### config.mk
export PLATFORM = sky130hd
export DESIGN_NAME = pac_gen_flat
export DESIGN_NICKNAME = d
export VERILOG_FILES = /design/src/rtl/pac_gen_if.sv /design/src/rtl/pac_gen.sv /design/src/flat_wrapper.sv
export SDC_FILE = /design/constraint.sdc
export NUM_CORES = 2
export LEC_CHECK = 0
export ABC_AREA = 0
export BUFFER_PORTS_ARGS = -buffer_cell sky130_fd_sc_hd__buf_4
export CAP_MARGIN = 20
export CORE_MARGIN = 4
export CORE_UTILIZATION = 30
export CTS_CLUSTER_SIZE = 14
export DETAILED_ROUTE_END_ITERATION = 10
export PLACE_DENSITY = 0.53
export SLEW_MARGIN = 20
export SYNTH_ARGS = -nofsm -noshare
export SYNTH_HDL_FRONTEND = slang
export SYNTH_SLANG_ARGS = --single-unit
### constraint.sdc
create_clock -name clk -period 7.7 [get_ports clk]
set_input_delay 1.155 -clock clk [delete_from_list [all_inputs] [get_ports clk]]
set_output_delay 1.155 -clock clk [all_outputs]
set_load 0.02 [all_outputs]
### src/rtl/pac_gen_if.sv
// pac_gen_if: phase-in / amplitude-out stream with flow control, plus the
// coarse-table write port. Master drives phases and table writes; slave is
// the converter.
interface pac_gen_if #(
  parameter int OW = 16,
  parameter int TW = 6,
  parameter int NS = 7
);
  localparam int PW = 2 + TW + NS;

  logic                 in_valid;
  logic                 in_ready;
  logic [PW-1:0]        phase;
  logic                 out_valid;
  logic                 out_ready;
  logic signed [OW-1:0] sin_out;
  logic signed [OW-1:0] cos_out;
  logic                 tbl_we;
  logic [TW-1:0]        tbl_addr;
  logic [2*OW-1:0]      tbl_wdata;

  modport master (
    output in_valid, phase, out_ready, tbl_we, tbl_addr, tbl_wdata,
    input  in_ready, out_valid, sin_out, cos_out
  );

  modport slave (
    input  in_valid, phase, out_ready, tbl_we, tbl_addr, tbl_wdata,
    output in_ready, out_valid, sin_out, cos_out
  );
endinterface

### src/rtl/pac_gen.sv
// pac_gen: phase-to-amplitude converter. Coarse cos/sin table lookup on the
// first-quadrant index, NS shift-add rotation stages driven by the residual
// bits (MSB first), then saturation and quadrant mirroring.
// Optional feature macro: PAC_GEN_COS_EN -- when undefined cos_out is tied
// to zero and the cosine mirror is not built (the x path is still needed by
// the rotation and by the q1/q3 sine mapping).
module pac_gen #(
  parameter int OW         = 16,
  parameter int TW         = 6,
  parameter int NS         = 7,
  parameter int BASE_SHIFT = 6
) (
  input logic      clk,
  input logic      reset,   // asynchronous, active low
  pac_gen_if.slave bus
);
  localparam int PW    = 2 + TW + NS;
  localparam int XW    = OW + 2;
  localparam int DEPTH = 1 << TW;
  localparam logic signed [OW-1:0] SMAX = {1'b0, {(OW-1){1'b1}}};
  localparam logic signed [OW-1:0] SMIN = {1'b1, {(OW-1){1'b0}}};

  logic out_valid_q, out_valid_d;
  logic en;
  logic accept;

  // Whole pipeline advances only when the output slot is free or draining.
  assign en           = bus.out_ready || !out_valid_q;
  // A table write steals the single RAM port, so it blocks acceptance.
  assign bus.in_ready = en && !bus.tbl_we;
  assign accept       = bus.in_valid && bus.in_ready;

  // ---------------------------------------------------------------------
  // Coarse table: single-port RAM, word = {cos, sin}, not reset.
  // ---------------------------------------------------------------------
  logic [2*OW-1:0] tbl_mem [DEPTH];
  logic [2*OW-1:0] tbl_rd_q;

  // Write has priority; read only on an accepted sample so a stall holds data.
  always_ff @(posedge clk) begin
    if (bus.tbl_we) begin
      tbl_mem[bus.tbl_addr] <= bus.tbl_wdata;
    end else if (accept) begin
      tbl_rd_q <= tbl_mem[bus.phase[NS +: TW]];
    end
  end

  // ---------------------------------------------------------------------
  // Stage T side-band: quadrant, residual and valid travel with the read.
  // ---------------------------------------------------------------------
  logic          t_valid_q, t_valid_d;
  logic [1:0]    t_quad_q, t_quad_d;
  logic [NS-1:0] t_res_q, t_res_d;

  // Capture side-band of the sample entering the table read.
  always_comb begin
    t_valid_d = t_valid_q;
    t_quad_d  = t_quad_q;
    t_res_d   = t_res_q;
    if (en) begin
      t_valid_d = accept;
      t_quad_d  = bus.phase[PW-1 -: 2];
      t_res_d   = bus.phase[NS-1:0];
    end
  end

  // Stage T side-band registers.
  always_ff @(posedge clk or negedge reset) begin
    if (!reset) begin
      t_valid_q <= 1'b0;
      t_quad_q  <= '0;
      t_res_q   <= '0;
    end else begin
      t_valid_q <= t_valid_d;
      t_quad_q  <= t_quad_d;
      t_res_q   <= t_res_d;
    end
  end

  // Stage boundary nets: index k is the input of rotation stage k.
  logic signed [XW-1:0] x_s [NS+1];
  logic signed [XW-1:0] y_s [NS+1];
  logic [1:0]           q_s [NS+1];
  logic                 v_s [NS+1];
  logic [NS-1:0]        r_s [NS];

  assign x_s[0] = {{2{tbl_rd_q[2*OW-1]}}, tbl_rd_q[2*OW-1:OW]};
  assign y_s[0] = {{2{tbl_rd_q[OW-1]}}, tbl_rd_q[OW-1:0]};
  assign q_s[0] = t_quad_q;
  assign v_s[0] = t_valid_q;
  assign r_s[0] = t_res_q;

  // ---------------------------------------------------------------------
  // Rotation stages: stage gi consumes residual bit NS-1-gi, shift BASE+gi.
  // ---------------------------------------------------------------------
  genvar gi;
  for (gi = 0; gi < NS; gi++) begin : g_rot
    localparam int SH = BASE_SHIFT + gi;
    logic signed [XW-1:0] x_q, x_d, y_q, y_d;
    logic [1:0]           q_q, q_d;
    logic                 v_q, v_d;

    // Conditional micro-rotation; both updates use the pre-stage x and y.
    always_comb begin
      x_d = x_q;
      y_d = y_q;
      q_d = q_q;
      v_d = v_q;
      if (en) begin
        v_d = v_s[gi];
        q_d = q_s[gi];
        if (r_s[gi][NS-1-gi]) begin
          x_d = x_s[gi] - (y_s[gi] >>> SH);
          y_d = y_s[gi] + (x_s[gi] >>> SH);
        end else begin
          x_d = x_s[gi];
          y_d = y_s[gi];
        end
      end
    end

    // Rotation stage registers.
    always_ff @(posedge clk or negedge reset) begin
      if (!reset) begin
        x_q <= '0;
        y_q <= '0;
        q_q <= '0;
        v_q <= 1'b0;
      end else begin
        x_q <= x_d;
        y_q <= y_d;
        q_q <= q_d;
        v_q <= v_d;
      end
    end

    assign x_s[gi+1] = x_q;
    assign y_s[gi+1] = y_q;
    assign q_s[gi+1] = q_q;
    assign v_s[gi+1] = v_q;

    // The residual only needs to reach stages that still consume a bit.
    if (gi < NS - 1) begin : g_res
      logic [NS-1:0] r_q, r_d;

      // Forward the residual alongside the data.
      always_comb begin
        r_d = r_q;
        if (en) r_d = r_s[gi];
      end

      // Residual register.
      always_ff @(posedge clk or negedge reset) begin
        if (!reset) r_q <= '0;
        else        r_q <= r_d;
      end

      assign r_s[gi+1] = r_q;
    end
  end

  // ---------------------------------------------------------------------
  // Output stage: saturate to OW, then mirror by quadrant.
  // ---------------------------------------------------------------------
  function automatic logic signed [OW-1:0] sat(input logic signed [XW-1:0] v);
    if (v[XW-1:OW-1] == {(XW-OW+1){v[XW-1]}}) return v[OW-1:0];
    return v[XW-1] ? SMIN : SMAX;
  endfunction

  // Negating the most negative value would wrap, so clamp it instead.
  function automatic logic signed [OW-1:0] neg(input logic signed [OW-1:0] v);
    return (v == SMIN) ? SMAX : -v;
  endfunction

  logic signed [OW-1:0] xs, ys;
  logic signed [OW-1:0] sin_q, sin_d;

  assign xs = sat(x_s[NS]);
  assign ys = sat(y_s[NS]);

  // Sine mirror; data only updates on a valid sample so bubbles keep the last value.
  always_comb begin
    out_valid_d = out_valid_q;
    sin_d       = sin_q;
    if (en) begin
      out_valid_d = v_s[NS];
      if (v_s[NS]) begin
        case (q_s[NS])
          2'd0:    sin_d = ys;
          2'd1:    sin_d = xs;
          2'd2:    sin_d = neg(ys);
          default: sin_d = neg(xs);
        endcase
      end
    end
  end

  // Output valid and sine registers.
  always_ff @(posedge clk or negedge reset) begin
    if (!reset) begin
      out_valid_q <= 1'b0;
      sin_q       <= '0;
    end else begin
      out_valid_q <= out_valid_d;
      sin_q       <= sin_d;
    end
  end

  assign bus.out_valid = out_valid_q;
  assign bus.sin_out   = sin_q;

`ifdef PAC_GEN_COS_EN
  logic signed [OW-1:0] cos_q, cos_d;

  // Cosine mirror, updated under the same conditions as the sine.
  always_comb begin
    cos_d = cos_q;
    if (en && v_s[NS]) begin
      case (q_s[NS])
        2'd0:    cos_d = xs;
        2'd1:    cos_d = neg(ys);
        2'd2:    cos_d = neg(xs);
        default: cos_d = ys;
      endcase
    end
  end

  // Cosine output register.
  always_ff @(posedge clk or negedge reset) begin
    if (!reset) cos_q <= '0;
    else        cos_q <= cos_d;
  end

  assign bus.cos_out = cos_q;
`else
  assign bus.cos_out = '0;
`endif

endmodule

### src/flat_wrapper.sv
// flat-port wrapper written by rule: the top's interface ports become plain ports
module pac_gen_flat 
#(
  parameter int OW         = 16,
  parameter int TW         = 6,
  parameter int NS         = 7,
  parameter int BASE_SHIFT = 6
)
  (clk, reset, bus_in_valid, bus_phase, bus_out_ready, bus_tbl_we, bus_tbl_addr, bus_tbl_wdata, bus_in_ready, bus_out_valid, bus_sin_out, bus_cos_out);
  pac_gen_if #(.OW(OW), .TW(TW), .NS(NS)) bus_i ();
  input logic clk;
  input logic reset;
  input wire logic [$bits(bus_i.in_valid)-1:0] bus_in_valid;
  input wire logic [$bits(bus_i.phase)-1:0] bus_phase;
  input wire logic [$bits(bus_i.out_ready)-1:0] bus_out_ready;
  input wire logic [$bits(bus_i.tbl_we)-1:0] bus_tbl_we;
  input wire logic [$bits(bus_i.tbl_addr)-1:0] bus_tbl_addr;
  input wire logic [$bits(bus_i.tbl_wdata)-1:0] bus_tbl_wdata;
  output wire logic [$bits(bus_i.in_ready)-1:0] bus_in_ready;
  output wire logic [$bits(bus_i.out_valid)-1:0] bus_out_valid;
  output wire logic [$bits(bus_i.sin_out)-1:0] bus_sin_out;
  output wire logic [$bits(bus_i.cos_out)-1:0] bus_cos_out;
  assign bus_i.in_valid = bus_in_valid;
  assign bus_i.phase = bus_phase;
  assign bus_i.out_ready = bus_out_ready;
  assign bus_i.tbl_we = bus_tbl_we;
  assign bus_i.tbl_addr = bus_tbl_addr;
  assign bus_i.tbl_wdata = bus_tbl_wdata;
  assign bus_in_ready = bus_i.in_ready;
  assign bus_out_valid = bus_i.out_valid;
  assign bus_sin_out = bus_i.sin_out;
  assign bus_cos_out = bus_i.cos_out;
  pac_gen #(.OW(OW), .TW(TW), .NS(NS), .BASE_SHIFT(BASE_SHIFT)) u_core (.clk(clk), .reset(reset), .bus(bus_i));
endmodule
==> metrics.txt <==
run status finished clean; Top Ports a little over 90; Final Max Slew Viols 0; clock root cell sky130_fd_sc_hd__clkbuf_16; effective utilization at floorplan 0.301; input/output buffers 75; final critical-path share of the clock period 0.494; fraction of layout cells with a size suffix above 1 0.200; setup total negative slack 0 ns; final layout net count 6,655; core region area around 350,000 um^2; number of warnings issued by yosys 0; clock latency on the worst-skew pair about 0.9 ns; Gates resized, CTS repair 0; most common library cell in the layout ignoring fill and taps sky130_fd_sc_hd__edfxtp_1; Hold Path Class in2async; via/cell ratio just over 5; post-CTS setup buffer count 0; max-capacitance violation count 0; clock tree from TritonCTS built; hold buffer count at cts 0; netlist area before placement between 100,000 and 150,000 um^2; number of antenna violations at the first check in global routing 17; fill count between 30,000 and 40,000; number of cell rows 216; number of buffers created by CTS 272; RSZ-0062 raised after global routing no; first-pass GRT wire length 419,000 um; compound-gate portion of the synthesized area 0.0545; biggest fanout along the worst timing path 20; leading cell types in the layout, fill and taps excluded 2,080 x sky130_fd_sc_hd__edfxtp_1, 656 x sky130_fd_sc_hd__mux4_2, 510 x sky130_fd_sc_hd__nand2_1; FF+latch area ~70,000 um^2; xor and xnor fraction of the mapped netlist area 0.0173; ys flop type sky130_fd_sc_hd__edfxtp_1; type of element capturing the critical path register; Area Growth Syn to Fin 14.7%; Final Setup Violations 0; static leakage 40.1 nW; Final Hold Fails 0; number of flops mapped to enable cells by yosys roughly 2,100; Max VDD drop between 100 and 150 uV; maximum root-to-sink buffer count 4; H-tree depth 5; DR vias 57,500; post-route worst setup slack 3.90 ns; worst clock skew approximately 0.085 ns; combinational family with the most area after synthesis multiplexers; Antenna Violating Nets Remaining 0; worst slack at placement roughly 3 ns; overall routed net length 291,000 um; number of cells on the worst reg-to-reg path 11; mux share of post-synthesis cell area 0.160; Critical Path RT ~8.4 ns; count of unique library cells instantiated by Yosys around 80; Worst Path Class, Setup reg2reg; Synth Register Bits about 2,400; transition at the pin with the smallest max-transition slack ~1.1 ns; total iterations of the first detailed-routing run 5; share of synthesized area occupied by flip-flops and latches 0.675; clock sink count roughly 2,400; initial detailed-routing violation count between 5,000 and 6,000; crit path DAT 4.55 ns; sum of net half-perimeters after detailed placement 166,000 um; die outline width between 500 and 600 um; critical path startpoint category register; synthesized area per cell 16.9 um^2; die area between 300,000 and 400,000 um^2; pin count of the biggest net entering global routing roughly 240; clock transition at the registers of the reported paths roughly 0.060 ns; GRT Total Usage 0.159; Simple-Gate Fraction of Synth Area 0.0458; routed length per placed instance between 20 and 30 um; synthesized-area fraction occupied by adder cells 0.0312; area occupied by multi-input gates roughly 33,000 um^2; final weighted congestion in routability-driven placement 0.816; post-synthesis cell count ~6,000; upper clock frequency limit 263 MHz; PD cells roughly 340 nW/um^2; power after layout 41.1 mW; fin crit period 3.80 ns; share of async-settable or async-resettable flops after synthesis 0.133; leftover overflow at the end of global routing 0; number of global-route vias before repair approximately 58,000; slew margin rel. 0.243; vertical die dimension approximately 600 um; DRC viols 0
## synthesized netlist by cell type (all sizes together) (18+ instances only)
cell type / n / area (um^2)
nand3: 49 / 245
o21bai: 33 / 248
mux4: 656 / 14800
ha: 238 / 2980
nand2: 510 / 1910
nor2: 276 / 1040
xnor2: 157 / 1380
nand2b: 26 / 163
o211ai: 18 / 135
a211oi: 37 / 278
o21a: 36 / 270
nand4: 20 / 125
buf: 127 / 562
o21ai: 343 / 1720
nor3: 70 / 350
xor2: 49 / 429
o31ai: 18 / 140
edfxtp: 2080 / 62500
a21o: 76 / 571
or3: 23 / 144
mux2i: 184 / 1840
inv: 128 / 480
dfrtp: 319 / 7980
nor2b: 43 / 269
a31oi: 29 / 181
clkbuf: 184 / 691
a21oi: 246 / 1230
## stage by stage
stage	area [um^2]	hold slack, ns	util	cells
floorplan	104000	0.439	-	6191
global placement	111000	0.451	0.321	10600
detailed placement	111000	0.456	0.321	10600
CTS	120000	0.363	0.346	11100
global route	120000	0.398	0.346	11100
finish	120000	0.368	0.346	11100
## area by class of cell
type | count | area share
Timing Repair Buffer | 191 | 0.0147
Tap cell | 4578 | 0.0479
Clock inverter | 131 | 0.0105
Clock buffer | 346 | 0.0607
Antenna cell | 2 | 0.0000418
Multi-Input combinational cell | 3351 | 0.273
Inverter | 130 | 0.00408
Sequential cell | 2399 | 0.589
## power breakdown
part | total, mW | switching, mW | internal [mW]
sequential | 16.3 | 1.17 | 15.1
combinational | 12.3 | 6.95 | 5.32
clock | 12.5 | 5.24 | 7.30
total | 41.1 | 13.4 | 27.8
## final timing paths
| kind | startpoint | end | slack (ns) |
|---|---|---|---|
| worst min-delay path | reset | u_core.t_res_q[5] | 0.37 |
| worst max-delay path | u_core.g_rot[6].x_q[17] | u_core.bus.sin_out[9] | 3.90 |
| worst min register to register | u_core.g_rot[5].v_q | u_core.g_rot[5].v_q | 0.47 |
| worst max register to register | u_core.g_rot[6].x_q[17] | u_core.bus.sin_out[9] | 3.90 |
| min in group clk | u_core.g_rot[5].v_q | u_core.g_rot[5].v_q | 0.47 |
| max in group asynchronous | reset | u_core.g_rot[5].g_res.r_q[0] | 5.80 |
## logic make-up after synthesis
kind of cell / count (synthesis)
DFF: 2399
and+or+nand+nor: 1092
AOI/OAI and AO/OA: 941
muxes: 844
buffers and inverters: 441
adders and majority gates: 252
xor gates and xnor gates: 206
other: 1
## flip-flops by register name, summed over array words and instances, names as in the netlist
name,flops
u_core.bus.out_valid,1
u_core.bus.sin_out,16
u_core.g_rot.g_res.r_q,21
u_core.g_rot.q_q,14
u_core.g_rot.v_q,7
u_core.g_rot.x_q,125
u_core.g_rot.y_q,125
u_core.t_quad_q,2
u_core.t_res_q,7
u_core.t_valid_q,1
u_core.tbl_mem,2048
u_core.tbl_rd_q,32
## worst max-delay path: stages (launching register included)
cell	delay (ns)
sky130_fd_sc_hd__dfrtp_1	0.62
sky130_fd_sc_hd__or3_1	0.43
sky130_fd_sc_hd__and2_1	0.28
sky130_fd_sc_hd__o21ai_0	0.43
sky130_fd_sc_hd__ha_1	0.33
sky130_fd_sc_hd__inv_1	0.10
sky130_fd_sc_hd__o22ai_1	0.23
sky130_fd_sc_hd__nand2_1	0.08
sky130_fd_sc_hd__nand3_1	0.49
sky130_fd_sc_hd__a21oi_1	0.17
sky130_fd_sc_hd__a221o_1	0.37
sky130_fd_sc_hd__o21ai_0	0.18
## metal layers
layer	vias up	global-route usage	wire length [um]
met2	1689	0.265	142000
met4	18	0.0323	5310
met3	373	0.0249	17600
met5	-	0	104
met1	30600	0.222	126000
li1	24800	-	-
Power figures use the tool's default switching activity.
